## src/rtl/dcmac_seg_pkg.sv

```systemverilog
`default_nettype none
// ---------------------------------------------------------------------------
// dcmac_seg_pkg : DCMAC segment types and tkeep helpers (shared TX/RX)
// Revision      : 1.0
// ---------------------------------------------------------------------------
package dcmac_seg_pkg;

    localparam int SEG_BYTES  = 16;
    localparam int SEG_DATA_W = 128;
    localparam int MTY_W      = 4;
    localparam int MAX_SEGS   = 4;
    localparam int MAX_KEEP_W = SEG_BYTES * MAX_SEGS;

    typedef struct packed {
        logic [SEG_DATA_W-1:0] data;
        logic                  ena;
        logic                  sop;
        logic                  eop;
        logic [MTY_W-1:0]      mty;
        logic                  err;
    } seg_t;

    typedef enum logic [0:0] {
        PKT_IDLE = 1'b0,
        PKT_IN   = 1'b1
    } pkt_state_t;

    // Empty-byte count of one segment; a fully empty segment wraps to 0.
    function automatic logic [MTY_W-1:0] keep_to_mty(input logic [SEG_BYTES-1:0] keep);
        logic [4:0] ones;
        logic [4:0] empty;
        ones = '0;
        for (int i = 0; i < SEG_BYTES; i++) begin
            ones = ones + 5'(keep[i]);
        end
        empty = 5'd16 - ones;
        return empty[MTY_W-1:0];
    endfunction

    // True when set bits form one run starting at bit 0 (zero counts as contiguous).
    function automatic logic keep_contiguous(input logic [MAX_KEEP_W-1:0] keep);
        logic [MAX_KEEP_W-1:0] plus1;
        plus1 = keep + MAX_KEEP_W'(1);
        return (keep & plus1) == '0;
    endfunction

endpackage
`default_nettype wire

```

## src/rtl/axis_to_dcmac_if.sv

```systemverilog
`default_nettype none
// ---------------------------------------------------------------------------
// axis_to_dcmac_if : AXI-stream input bus of SEG_COUNT x 128-bit segments
// Revision         : 1.0
// ---------------------------------------------------------------------------
interface axis_to_dcmac_if
    import dcmac_seg_pkg::*;
#(
    parameter int SEG_COUNT = 2
);
    logic [SEG_DATA_W*SEG_COUNT-1:0] tdata;
    logic [SEG_BYTES*SEG_COUNT-1:0]  tkeep;
    logic [1:0]                      tuser;
    logic                            tlast;
    logic                            tvalid;
    logic                            tready;

    modport master (output tdata, tkeep, tuser, tlast, tvalid, input tready);
    modport slave  (input tdata, tkeep, tuser, tlast, tvalid, output tready);
endinterface
`default_nettype wire

```

## src/rtl/axis_skid_buffer.sv

```systemverilog
`default_nettype none
// ---------------------------------------------------------------------------
// axis_skid_buffer : 2-entry skid with registered ready; head entry is a register
// Revision         : 1.0
// ---------------------------------------------------------------------------
module axis_skid_buffer #(
    parameter int WIDTH = 8
) (
    input  wire logic             clk,
    input  wire logic             rst,
    input  wire logic [WIDTH-1:0] push_data,
    input  wire logic             push_valid,
    output logic                  push_ready,
    output logic [WIDTH-1:0]      head_data,
    input  wire logic             pop
);
    logic [WIDTH-1:0] r_head;
    logic [WIDTH-1:0] r_spare;
    logic [1:0]       r_count;
    logic             r_ready;
    logic             w_push;
    logic             w_pop;
    logic [1:0]       w_count_nxt;

    assign w_push     = push_valid & r_ready;
    assign w_pop      = pop & (r_count != 2'd0);
    assign push_ready = r_ready;
    assign head_data  = r_head;

    always_comb begin
        w_count_nxt = r_count;
        case ({w_push, w_pop})
            2'b10:   w_count_nxt = r_count + 2'd1;
            2'b01:   w_count_nxt = r_count - 2'd1;
            default: w_count_nxt = r_count;
        endcase
    end

    // Ready is derived from the next count, so a push never lands on a full buffer;
    // an emptied head is cleared so the outputs read as idle zeros.
    always_ff @(posedge clk) begin
        if (rst) begin
            r_head  <= '0;
            r_spare <= '0;
            r_count <= '0;
            r_ready <= 1'b0;
        end else begin
            r_count <= w_count_nxt;
            r_ready <= (w_count_nxt < 2'd2);
            if (w_pop) begin
                if (r_count == 2'd2) begin
                    r_head  <= r_spare;
                    r_spare <= '0;
                end else if (w_push) begin
                    r_head <= push_data;
                end else begin
                    r_head <= '0;
                end
            end else if (w_push) begin
                if (r_count == 2'd0) begin
                    r_head <= push_data;
                end else begin
                    r_spare <= push_data;
                end
            end
        end
    end
endmodule
`default_nettype wire

```

## src/rtl/axis_to_dcmac.sv

```systemverilog
`default_nettype none
// ---------------------------------------------------------------------------
// axis_to_dcmac : splits AXI-stream beats into registered DCMAC TX segments
// Revision      : 1.0
// ---------------------------------------------------------------------------
module axis_to_dcmac
    import dcmac_seg_pkg::*;
#(
    parameter int SEG_COUNT = 2
) (
    input  wire logic        clk,
    input  wire logic        reset,
    axis_to_dcmac_if.slave   axis_in,
    output logic [127:0]     o_seg0_tdata,
    output logic             o_seg0_ena,
    output logic             o_seg0_sop,
    output logic             o_seg0_eop,
    output logic [3:0]       o_seg0_mty,
    output logic             o_seg0_err,
    output logic [127:0]     o_seg1_tdata,
    output logic             o_seg1_ena,
    output logic             o_seg1_sop,
    output logic             o_seg1_eop,
    output logic [3:0]       o_seg1_mty,
    output logic             o_seg1_err,
    output logic [127:0]     o_seg2_tdata,
    output logic             o_seg2_ena,
    output logic             o_seg2_sop,
    output logic             o_seg2_eop,
    output logic [3:0]       o_seg2_mty,
    output logic             o_seg2_err,
    output logic [127:0]     o_seg3_tdata,
    output logic             o_seg3_ena,
    output logic             o_seg3_sop,
    output logic             o_seg3_eop,
    output logic [3:0]       o_seg3_mty,
    output logic             o_seg3_err,
    input  wire logic        i_tx_tready,
    output logic [15:0]      o_malformed_cnt
);
    localparam int SEG_W = $bits(seg_t);

    generate
        if (SEG_COUNT != 2 && SEG_COUNT != 4) begin : g_bad_seg_count
            $error("axis_to_dcmac: SEG_COUNT must be 2 or 4");
        end
    endgenerate

    pkt_state_t             r_state;
    pkt_state_t             w_state_nxt;
    logic [15:0]            r_malformed_cnt;
    seg_t [SEG_COUNT-1:0]   w_fmt;
    seg_t [SEG_COUNT-1:0]   w_head;
    seg_t [MAX_SEGS-1:0]    w_out;
    logic [SEG_COUNT-1:0]   w_ena;
    int                     w_last_seg;
    logic                   w_keep_zero;
    logic                   w_keep_full;
    logic                   w_malformed;
    logic                   w_emit;
    logic                   w_accept;
    logic                   w_skid_ready;

    assign w_keep_zero = (axis_in.tkeep == '0);
    assign w_keep_full = &axis_in.tkeep;
    assign w_malformed = !keep_contiguous(MAX_KEEP_W'(axis_in.tkeep))
                       || (!axis_in.tlast && !w_keep_full)
                       || w_keep_zero;
    // An empty non-last beat carries nothing and is swallowed at the input.
    assign w_emit      = !(w_keep_zero && !axis_in.tlast);
    assign w_accept    = axis_in.tvalid & w_skid_ready;
    assign axis_in.tready = w_skid_ready;

    // Segment formatter works on the input beat so the skid head is the output register.
    always_comb begin
        w_ena      = '0;
        w_last_seg = 0;
        w_fmt      = '0;
        for (int k = 0; k < SEG_COUNT; k++) begin
            w_ena[k] = axis_in.tkeep[SEG_BYTES*k];
        end
        if (w_keep_zero && axis_in.tlast) begin
            w_ena[0] = 1'b1;
        end
        for (int k = 0; k < SEG_COUNT; k++) begin
            if (w_ena[k]) begin
                w_last_seg = k;
            end
        end
        for (int k = 0; k < SEG_COUNT; k++) begin
            w_fmt[k].ena  = w_ena[k];
            w_fmt[k].data = w_ena[k] ? axis_in.tdata[SEG_DATA_W*k +: SEG_DATA_W] : '0;
            w_fmt[k].sop  = (k == 0) && (r_state == PKT_IDLE) && w_ena[k];
            w_fmt[k].eop  = axis_in.tlast && w_ena[k] && (k == w_last_seg);
            w_fmt[k].mty  = w_fmt[k].eop ? keep_to_mty(axis_in.tkeep[SEG_BYTES*k +: SEG_BYTES]) : '0;
            w_fmt[k].err  = w_fmt[k].eop && ((|axis_in.tuser) || w_keep_zero);
        end
    end

    axis_skid_buffer #(
        .WIDTH (SEG_W*SEG_COUNT)
    ) u_skid (
        .clk        (clk),
        .rst        (reset),
        .push_data  (w_fmt),
        .push_valid (axis_in.tvalid & w_emit),
        .push_ready (w_skid_ready),
        .head_data  (w_head),
        .pop        (i_tx_tready)
    );

    always_ff @(posedge clk) begin
        if (reset) begin
            r_state <= PKT_IDLE;
        end else begin
            r_state <= w_state_nxt;
        end
    end

    always_comb begin
        w_state_nxt = r_state;
        if (w_accept) begin
            w_state_nxt = axis_in.tlast ? PKT_IDLE : PKT_IN;
        end
    end

    always_ff @(posedge clk) begin
        if (reset) begin
            r_malformed_cnt <= '0;
        end else if (w_accept && w_malformed && (r_malformed_cnt != 16'hFFFF)) begin
            r_malformed_cnt <= r_malformed_cnt + 16'd1;
        end
    end

    assign o_malformed_cnt = r_malformed_cnt;

    generate
        for (genvar k = 0; k < MAX_SEGS; k++) begin : g_out
            if (k < SEG_COUNT) begin : g_live
                assign w_out[k] = w_head[k];
            end else begin : g_tie
                assign w_out[k] = '0;
            end
        end
    endgenerate

    assign o_seg0_tdata = w_out[0].data;
    assign o_seg0_ena   = w_out[0].ena;
    assign o_seg0_sop   = w_out[0].sop;
    assign o_seg0_eop   = w_out[0].eop;
    assign o_seg0_mty   = w_out[0].mty;
    assign o_seg0_err   = w_out[0].err;
    assign o_seg1_tdata = w_out[1].data;
    assign o_seg1_ena   = w_out[1].ena;
    assign o_seg1_sop   = w_out[1].sop;
    assign o_seg1_eop   = w_out[1].eop;
    assign o_seg1_mty   = w_out[1].mty;
    assign o_seg1_err   = w_out[1].err;
    assign o_seg2_tdata = w_out[2].data;
    assign o_seg2_ena   = w_out[2].ena;
    assign o_seg2_sop   = w_out[2].sop;
    assign o_seg2_eop   = w_out[2].eop;
    assign o_seg2_mty   = w_out[2].mty;
    assign o_seg2_err   = w_out[2].err;
    assign o_seg3_tdata = w_out[3].data;
    assign o_seg3_ena   = w_out[3].ena;
    assign o_seg3_sop   = w_out[3].sop;
    assign o_seg3_eop   = w_out[3].eop;
    assign o_seg3_mty   = w_out[3].mty;
    assign o_seg3_err   = w_out[3].err;
endmodule
`default_nettype wire

```

## src/flat_wrapper.sv

```systemverilog
// flat-port wrapper written by rule: the top's interface ports become plain ports
module axis_to_dcmac_flat import dcmac_seg_pkg::*;
#(
    parameter int SEG_COUNT = 2
)
  (clk, reset, o_seg0_tdata, o_seg0_ena, o_seg0_sop, o_seg0_eop, o_seg0_mty, o_seg0_err, o_seg1_tdata, o_seg1_ena, o_seg1_sop, o_seg1_eop, o_seg1_mty, o_seg1_err, o_seg2_tdata, o_seg2_ena, o_seg2_sop, o_seg2_eop, o_seg2_mty, o_seg2_err, o_seg3_tdata, o_seg3_ena, o_seg3_sop, o_seg3_eop, o_seg3_mty, o_seg3_err, i_tx_tready, o_malformed_cnt, axis_in_tdata, axis_in_tkeep, axis_in_tuser, axis_in_tlast, axis_in_tvalid, axis_in_tready);
  axis_to_dcmac_if #(.SEG_COUNT(SEG_COUNT)) axis_in_i ();
  input  wire logic clk;
  input  wire logic reset;
  output logic [127:0] o_seg0_tdata;
  output logic o_seg0_ena;
  output logic o_seg0_sop;
  output logic o_seg0_eop;
  output logic [3:0] o_seg0_mty;
  output logic o_seg0_err;
  output logic [127:0] o_seg1_tdata;
  output logic o_seg1_ena;
  output logic o_seg1_sop;
  output logic o_seg1_eop;
  output logic [3:0] o_seg1_mty;
  output logic o_seg1_err;
  output logic [127:0] o_seg2_tdata;
  output logic o_seg2_ena;
  output logic o_seg2_sop;
  output logic o_seg2_eop;
  output logic [3:0] o_seg2_mty;
  output logic o_seg2_err;
  output logic [127:0] o_seg3_tdata;
  output logic o_seg3_ena;
  output logic o_seg3_sop;
  output logic o_seg3_eop;
  output logic [3:0] o_seg3_mty;
  output logic o_seg3_err;
  input  wire logic i_tx_tready;
  output logic [15:0] o_malformed_cnt;
  input wire logic [$bits(axis_in_i.tdata)-1:0] axis_in_tdata;
  input wire logic [$bits(axis_in_i.tkeep)-1:0] axis_in_tkeep;
  input wire logic [$bits(axis_in_i.tuser)-1:0] axis_in_tuser;
  input wire logic [$bits(axis_in_i.tlast)-1:0] axis_in_tlast;
  input wire logic [$bits(axis_in_i.tvalid)-1:0] axis_in_tvalid;
  output wire logic [$bits(axis_in_i.tready)-1:0] axis_in_tready;
  assign axis_in_i.tdata = axis_in_tdata;
  assign axis_in_i.tkeep = axis_in_tkeep;
  assign axis_in_i.tuser = axis_in_tuser;
  assign axis_in_i.tlast = axis_in_tlast;
  assign axis_in_i.tvalid = axis_in_tvalid;
  assign axis_in_tready = axis_in_i.tready;
  axis_to_dcmac #(.SEG_COUNT(SEG_COUNT)) u_core (.clk(clk), .reset(reset), .axis_in(axis_in_i), .o_seg0_tdata(o_seg0_tdata), .o_seg0_ena(o_seg0_ena), .o_seg0_sop(o_seg0_sop), .o_seg0_eop(o_seg0_eop), .o_seg0_mty(o_seg0_mty), .o_seg0_err(o_seg0_err), .o_seg1_tdata(o_seg1_tdata), .o_seg1_ena(o_seg1_ena), .o_seg1_sop(o_seg1_sop), .o_seg1_eop(o_seg1_eop), .o_seg1_mty(o_seg1_mty), .o_seg1_err(o_seg1_err), .o_seg2_tdata(o_seg2_tdata), .o_seg2_ena(o_seg2_ena), .o_seg2_sop(o_seg2_sop), .o_seg2_eop(o_seg2_eop), .o_seg2_mty(o_seg2_mty), .o_seg2_err(o_seg2_err), .o_seg3_tdata(o_seg3_tdata), .o_seg3_ena(o_seg3_ena), .o_seg3_sop(o_seg3_sop), .o_seg3_eop(o_seg3_eop), .o_seg3_mty(o_seg3_mty), .o_seg3_err(o_seg3_err), .i_tx_tready(i_tx_tready), .o_malformed_cnt(o_malformed_cnt));
endmodule
```

## config.mk

```make
export PLATFORM = sky130hd
export DESIGN_NAME = axis_to_dcmac_flat
export DESIGN_NICKNAME = d
export VERILOG_FILES = /design/src/rtl/dcmac_seg_pkg.sv /design/src/rtl/axis_to_dcmac_if.sv /design/src/rtl/axis_skid_buffer.sv /design/src/rtl/axis_to_dcmac.sv /design/src/flat_wrapper.sv
export SDC_FILE = /design/constraint.sdc
export NUM_CORES = 1
export LEC_CHECK = 0
export CORE_AREA = 8 8 329 331
export DETAILED_ROUTE_END_ITERATION = 10
export DIE_AREA = 0 0 337 339
export SETUP_SLACK_MARGIN = 0.15
export SYNTH_ARGS = -nofsm -noshare
export SYNTH_HDL_FRONTEND = slang
export SYNTH_SLANG_ARGS = --single-unit
```

## constraint.sdc

```tcl
create_clock -name clk -period 5.6 [get_ports clk]
set_clock_uncertainty 0.2 [all_clocks]
set_input_delay 1.4 -clock clk [delete_from_list [all_inputs] [get_ports clk]]
set_output_delay 1.4 -clock clk [all_outputs]
set_load 0.05 [all_outputs]
```

==> flow_summary.yaml, run 1 <==
outcome:
  status: "finished, final reports clean"
pwr:
  ir_worst_vdd_mv: 0.297
  power.density_mw_per_mm2: 402
  leakagePower_nw: 12.7
  power_mw: 13.8
yosys:
  ys_warn_count: 0
  synthMostInstantiatedCell: "dfxtp_1"
  ys_seq_area_share_pct: 44.3
  synth.top_cells.by_area: "dfxtp_1 44%, a222oi_1 10%, buf_4 8.1%"
  synth-seq-cells: 562
  avgSynthCellArea_um2: 9.01
  synth_top_area_cell: "dfxtp_1"
  synthTopCellsByCount: "562 x dfxtp_1, 409 x nor2_1, 273 x buf_4"
  synthArstFlopShare_pct: 0
  netlist_area_mm2: 0.0254
  synth_cell_types: 66
  synthCells: 2817
  ys.flop_type: "dfxtp_1"
  synth-edff-count: 0
  synth_top_area_share_pct: 44.3
clock_network:
  cts-htree-levels: 3
  cts_hold_buffers: 0
  cts-root-buf: "clkbuf_16"
  cts_num_sinks: 562
  cts_buffers: 66
  cts_tree: "built"
  clk-insertion-delay-late_ns: 0.62
  clk_pin_slew_ns: 0.06
  clock_path_buffers: 3
global_routing:
  grt_usage_pct: 15.1
  grt_max_degree: 145
  grt_pass1_wl_um: 139000
  gr-total-overflow: 0
  grt_pass1_vias: 22300
  grt_antenna_before_repair: 23
timing:
  setup_violations: 0
  fmax_mhz: 188
  tightestPinTransition_ns: 1.21
  rsz0062_at_grt: "no"
  period_share_pct: 95.0
  report.final.slew_viol_count: 0
  period_minus_slack_ns: 5.32
  relSlewSlack_pct: 19.1
  hold_ws_ns: 0.249
  hold_viol_final: 0
placed_design:
  dp_hpwl_um: 63300
  io_buffer_count: 582
  gp_congestion: 0.793
critical_path:
  startpoint_type: "primary input"
  slowest_delay_ns: 0.56
  critPathMaxFanout: 2
  worst-setup-path-type: "in2reg"
  crit_buf_inv: 6
  cp.required_ns: 5.92
  slowest_stage: "fa_1"
  crit_arrival_ns: 5.63
  critPathTopFamily: "adder cells"
  cpMostUsedCell: "inv_1"
  path_cells: "clkdlybuf4s50_1, inv_1, fa_1, ha_1, inv_1, fa_1, fa_2, inv_1, fa_1, inv_1, fa_1, inv_1, ha_1, xnor2_1, xnor2_1, and2_1, nand2_1, a311oi_1"
  endpoint_kind: "flip-flop"
detailed_routing:
  drc: 0
  finalWirelength_um: 93400
  wl_per_cell_um: 19.6
  antenna_left: 0
  initialDrtViolationCount: 2409
  vias: 23300
  drtPass1Iterations: 7
  vias_per_cell: 4.89
floorplanning:
  initial_core_util_pct: 24.7
  core_area_mm2: 0.103
  io_pins: 856
  die_y_um: 339
  std_cell_rows: 118
  dieWidth_um: 337
  dieArea_mm2: 0.114
final_layout:
  drive_gt1_share_pct: 7.66
  area_delta_synth_final_pct: 34.9
  final_nets: 3685
worst_hold_path:
  hold_path.class: "reg2reg"
run:
  cap_violations: 0
[worst register-to-register path, delay by kind of cell (launching register included)]
kind	cells	cell delay [ns]
AO/OA/AOI/OAI	1	0.26
buffers and inverters	3	0.67
flip-flops	1	0.40
AND/OR/NAND/NOR	5	1.66
[where the power goes]
part | switching, mW | total (mW) | internal, mW
clock | 1.77 | 4.28 | 2.52
combinational | 3.34 | 4.86 | 1.52
sequential | 0.231 | 4.62 | 4.38
total | 5.33 | 13.8 | 8.42
[final timing paths]
path / from / cells after the start / slack (ns) / end
max reg2reg: u_core.u_skid.r_count[0] / 9 / 2.34 / u_core.u_skid.head_data[140]
min reg2reg: u_core.u_skid.r_spare[100] / 2 / 0.25 / u_core.u_skid.r_spare[100]
min: u_core.u_skid.r_spare[100] / 2 / 0.25 / u_core.u_skid.r_spare[100]
max: axis_in_tkeep[22] / 18 / 0.28 / u_core.u_skid.head_data[140]
[cells in the final DEF (no fill, tap or decap), drive strengths merged, types with 71 or more instances in the layout]
| cell | synthesis | final |
|---|---|---|
| clkbuf | 173 | 92 |
| buf | 363 | 122 |
| a22oi | 135 | 135 |
| a22o | 133 | 133 |
| conb | 1 | 273 |
| a222oi | 258 | 258 |
| nor2 | 409 | 409 |
| inv | 67 | 71 |
| dfxtp | 562 | 562 |
| clkdlybuf4s50 | 0 | 581 |
| a21oi | 159 | 159 |
| nand2 | 184 | 184 |
| nand3 | 156 | 156 |
[state kept, by name (all words and copies together), names as in the netlist]
signal / count
u_core.o_malformed_cnt: 16
u_core.r_state: 1
u_core.u_skid.head_data: 271
u_core.u_skid.push_ready: 1
u_core.u_skid.r_count: 2
u_core.u_skid.r_spare: 271
[cells by family (layout without fill, tap and decap cells)]
family | after synthesis | in the layout | synth area share, %
XOR/XNOR | 9 | 9 | 0.310
other | 1 | 285 | 0.0148
AND/OR/NAND/NOR | 821 | 821 | 13.9
flip-flops | 562 | 562 | 44.3
buffers and inverters | 604 | 885 | 13.7
adder cells (fa/ha/maj) | 66 | 66 | 3.78
multiplexers | 6 | 6 | 0.286
AO/OA/AOI/OAI | 748 | 748 | 23.7
[metrics by stage]
stage,area (µm²),utilization (%),setup slack (ns),TNS (ns),std cells
floorplan,26400,-,0.208,0,3089
global placement,32000,31.1,-0.438,-1.56,4634
detailed placement,32000,31.1,-0.506,-1.97,4634
CTS,34200,33.2,0.159,0,4748
global route,34200,33.3,0.159,0,4754
finish,34300,33.3,0.281,0,4762
[cell type report]
class / count / area, µm²
Clock buffer: 92 / 1900
Inverter: 68 / 260
Clock inverter: 22 / 243
Tap cell: 1380 / 1730
Fill cell: 10600 / 68700
Multi-Input combinational cell: 1923 / 11800
Timing Repair Buffer: 703 / 7060
Antenna cell: 12 / 30.0
Sequential cell: 562 / 11300
[timing repair]
item	CTS	global route
endpoints found under the setup margin	0	4
gates resized for setup	0	4
buffers inserted	0	2
[metal layers]
| layer | part of all wire, % | GRT usage [%] | vias to the layer above |
|---|---|---|---|
| li1 | - | - | 10900 |
| met1 | 39 | 18.2 | 11200 |
| met2 | 47 | 24.9 | 1018 |
| met3 | 12 | 5.79 | 110 |
| met4 | 1.9 | 4.23 | 18 |
| met5 | 0.12 | 0 | - |
Note: power is estimated with default switching activity, not from simulation.
==> run 2: changes to the inputs <==
==> constraint.sdc (replaced) <==
create_clock -name clk -period 5.5 [get_ports clk]
set_clock_uncertainty 0.2 [all_clocks]
set_input_delay 1.375 -clock clk [delete_from_list [all_inputs] [get_ports clk]]
set_output_delay 1.375 -clock clk [all_outputs]
set_load 0.05 [all_outputs]
==> run 2 against run 1 <==
Effect of this change: cell count barely moved; sequential share of layout area fell by 0.071 points; die area did not move; critical path depth fell by 2; global-route usage fell by 0.13 points; first-iteration DRC count rose by 7.3%; total power rose by 3.5%; worst setup slack got worse by 0.024 ns; critical path type unchanged; critical endpoint unchanged; largest cell class unchanged; largest power group unchanged; highest routed layer unchanged.
==> flow_summary.yaml, run 2 (same netlist as run 1, synthesis figures left out) <==
pwr:
  power.density_mw_per_mm2: 415
  p_comb_share_pct: 34.7
  leakagePower_nw: 12.7
  netSwitchingPower_mw: 5.52
  sw_frac_of_total_pct: 38.7
  power_frac_seq_pct: 33.0
  p_clk_share_pct: 32.3
  p_int_mw: 8.72
  power_mw: 14.2
  ir_worst_vdd_mv: 0.273
detailed_routing:
  initialDrtViolationCount: 2585
  drtPass1Iterations: 7
  vias: 23200
  wl_per_cell_um: 19.5
  drc: 0
  antenna_left: 0
  finalWirelength_um: 92900
  vias_per_cell: 4.87
timing:
  hold_viol_final: 0
  relSlewSlack_pct: 25.1
  hold_ws_ns: 0.249
  tightestPinTransition_ns: 1.12
  report.final.slew_viol_count: 0
  period_minus_slack_ns: 5.24
  period_share_pct: 95.3
  rsz0062_at_grt: "yes"
  setup_violations: 0
  fin_ws_ns: 0.257
  fmax_mhz: 191
critical_path:
  worst-setup-path-type: "in2reg"
  critPathTopFamily: "adder cells"
  path_cells: "clkdlybuf4s50_1, fa_1, ha_1, fa_1, fa_2, inv_1, fa_1, inv_2, fa_1, inv_1, ha_1, xnor2_1, xnor2_1, and2_1, nand2_1, a311oi_1"
  slowest_delay_ns: 0.56
  slowest_stage: "fa_1"
  critPathMaxFanout: 2
  cpMostUsedCell: "fa_1"
  crit_buf_inv: 4
  startpoint_type: "primary input"
  crit_arrival_ns: 5.55
  endpoint_kind: "flip-flop"
  cp.required_ns: 5.81
placed_design:
  io_buffer_count: 582
  place_area_mm2: 0.0319
  dp_hpwl_um: 62000
  pre_cts_ws_ns: -0.536
  gp_congestion: 0.801
final_layout:
  area_delta_synth_final_pct: 35.2
  final_common_cell: "clkdlybuf4s50_1"
  stdcell_area_mm2: 0.0343
  drive_gt1_share_pct: 7.78
  final.fill_count: 10600
  final_nets: 3671
  final_cell_mix: "577 x clkdlybuf4s50_1, 562 x dfxtp_1, 406 x nor2_1"
outcome:
  status: "finished, final reports clean"
worst_hold_path:
  hold_path.class: "reg2reg"
clock_network:
  cts_tree: "built"
  cts_num_sinks: 562
  cts_hold_buffers: 0
  clk-insertion-delay-late_ns: 0.63
  cts-htree-levels: 3
  cts_buffers: 68
  clock_path_buffers: 3
  clk_pin_slew_ns: 0.06
  cts-root-buf: "clkbuf_16"
floorplanning:
  dieWidth_um: 337
  std_cell_rows: 118
  core_area_mm2: 0.103
  die_y_um: 339
  io_pins: 856
  initial_core_util_pct: 24.7
  dieArea_mm2: 0.114
global_routing:
  grt_usage_pct: 15.0
  gr-total-overflow: 0
  grt_pass1_vias: 22200
  grt_max_degree: 145
  grt_antenna_before_repair: 22
  grt_pass1_wl_um: 138000
run:
  cap_violations: 0
==> run 2: changes by cell type in the layout (fill, tap and decap cells not counted), moves of 3 or more <==
cell             change
fa_1                 -3
inv_1                -5
diode_2              +3
buf_4               -16
fa_2                 +3
dlymetal6s2s_1       +4
clkinv_2             +5
clkdlybuf4s50_1      -4
inv_2                +5
==> run 2: worst paths after layout <==
path | from | to | slack [ns] | cells after the start
hold / removal | u_core.u_skid.r_spare[51] | u_core.u_skid.r_spare[51] | 0.25 | 2
hold reg to reg | u_core.u_skid.r_spare[51] | u_core.u_skid.r_spare[51] | 0.25 | 2
setup / recovery | axis_in_tkeep[23] | u_core.u_skid.head_data[140] | 0.26 | 16
setup reg to reg | u_core.u_skid.r_count[0] | u_core.u_skid.r_spare[114] | 2.49 | 9
==> run 2: power groups by stage <==
stage                     Clock [mW]  Combinational, mW  Sequential [mW]
after global routing            4.93               5.28             4.74
after detailed placement           0               4.93             4.78
after floorplan                    0               2.54             5.49
after CTS                       4.76               4.95             4.69
after global placement             0               4.90             4.77
final                           4.61               4.94             4.70
==> run 2: worst reg2reg max path: stages, from the launching register on <==
cell	delay, ns
dfxtp_1	0.40
nor2_1	0.22
inv_1	0.08
nand2_1	0.43
inv_6	0.25
a21oi_4	0.20
buf_4	0.27
buf_4	0.49
nand3_1	0.23
a21oi_1	0.17
==> run 2: repair_timing <==
item | in CTS | in global routing
resized for setup | 0 | 17
hold endpoints to repair | 0 | 0
buffers inserted | 0 | 1
endpoints found under the setup margin | 0 | 4
==> run 2: stage by stage <==
step / setup TNS (ns) / utilization (%) / std cells
after global placement: -1.92 / 31.0 / 4619
after global routing: 0 / 33.3 / 4750
after floorplan: 0 / - / 3089
after detailed placement: -2.53 / 31.0 / 4619
after CTS: 0 / 33.3 / 4745
final: 0 / 33.4 / 4761
==> run 2: routing by layer <==
metal  vias to the layer above  GRT usage [%]  part of all wire, %
met5                         -              0                0.086
met3                       128           6.47                   12
met1                     11200           18.1                   40
met2                      1036           24.0                   46
met4                        12           4.26                  2.3
li1                      10800              -                    -
==> run 2: area by class of cell <==
type	count	area, µm²	area share, %
Tap cell	1380	1730	5.03
Sequential cell	562	11300	32.8
Inverter	68	260	0.758
Multi-Input combinational cell	1923	11800	34.3
Timing Repair Buffer	687	6950	20.3
Antenna cell	15	37.5	0.109
Clock inverter	29	328	0.955
Clock buffer	97	1980	5.77
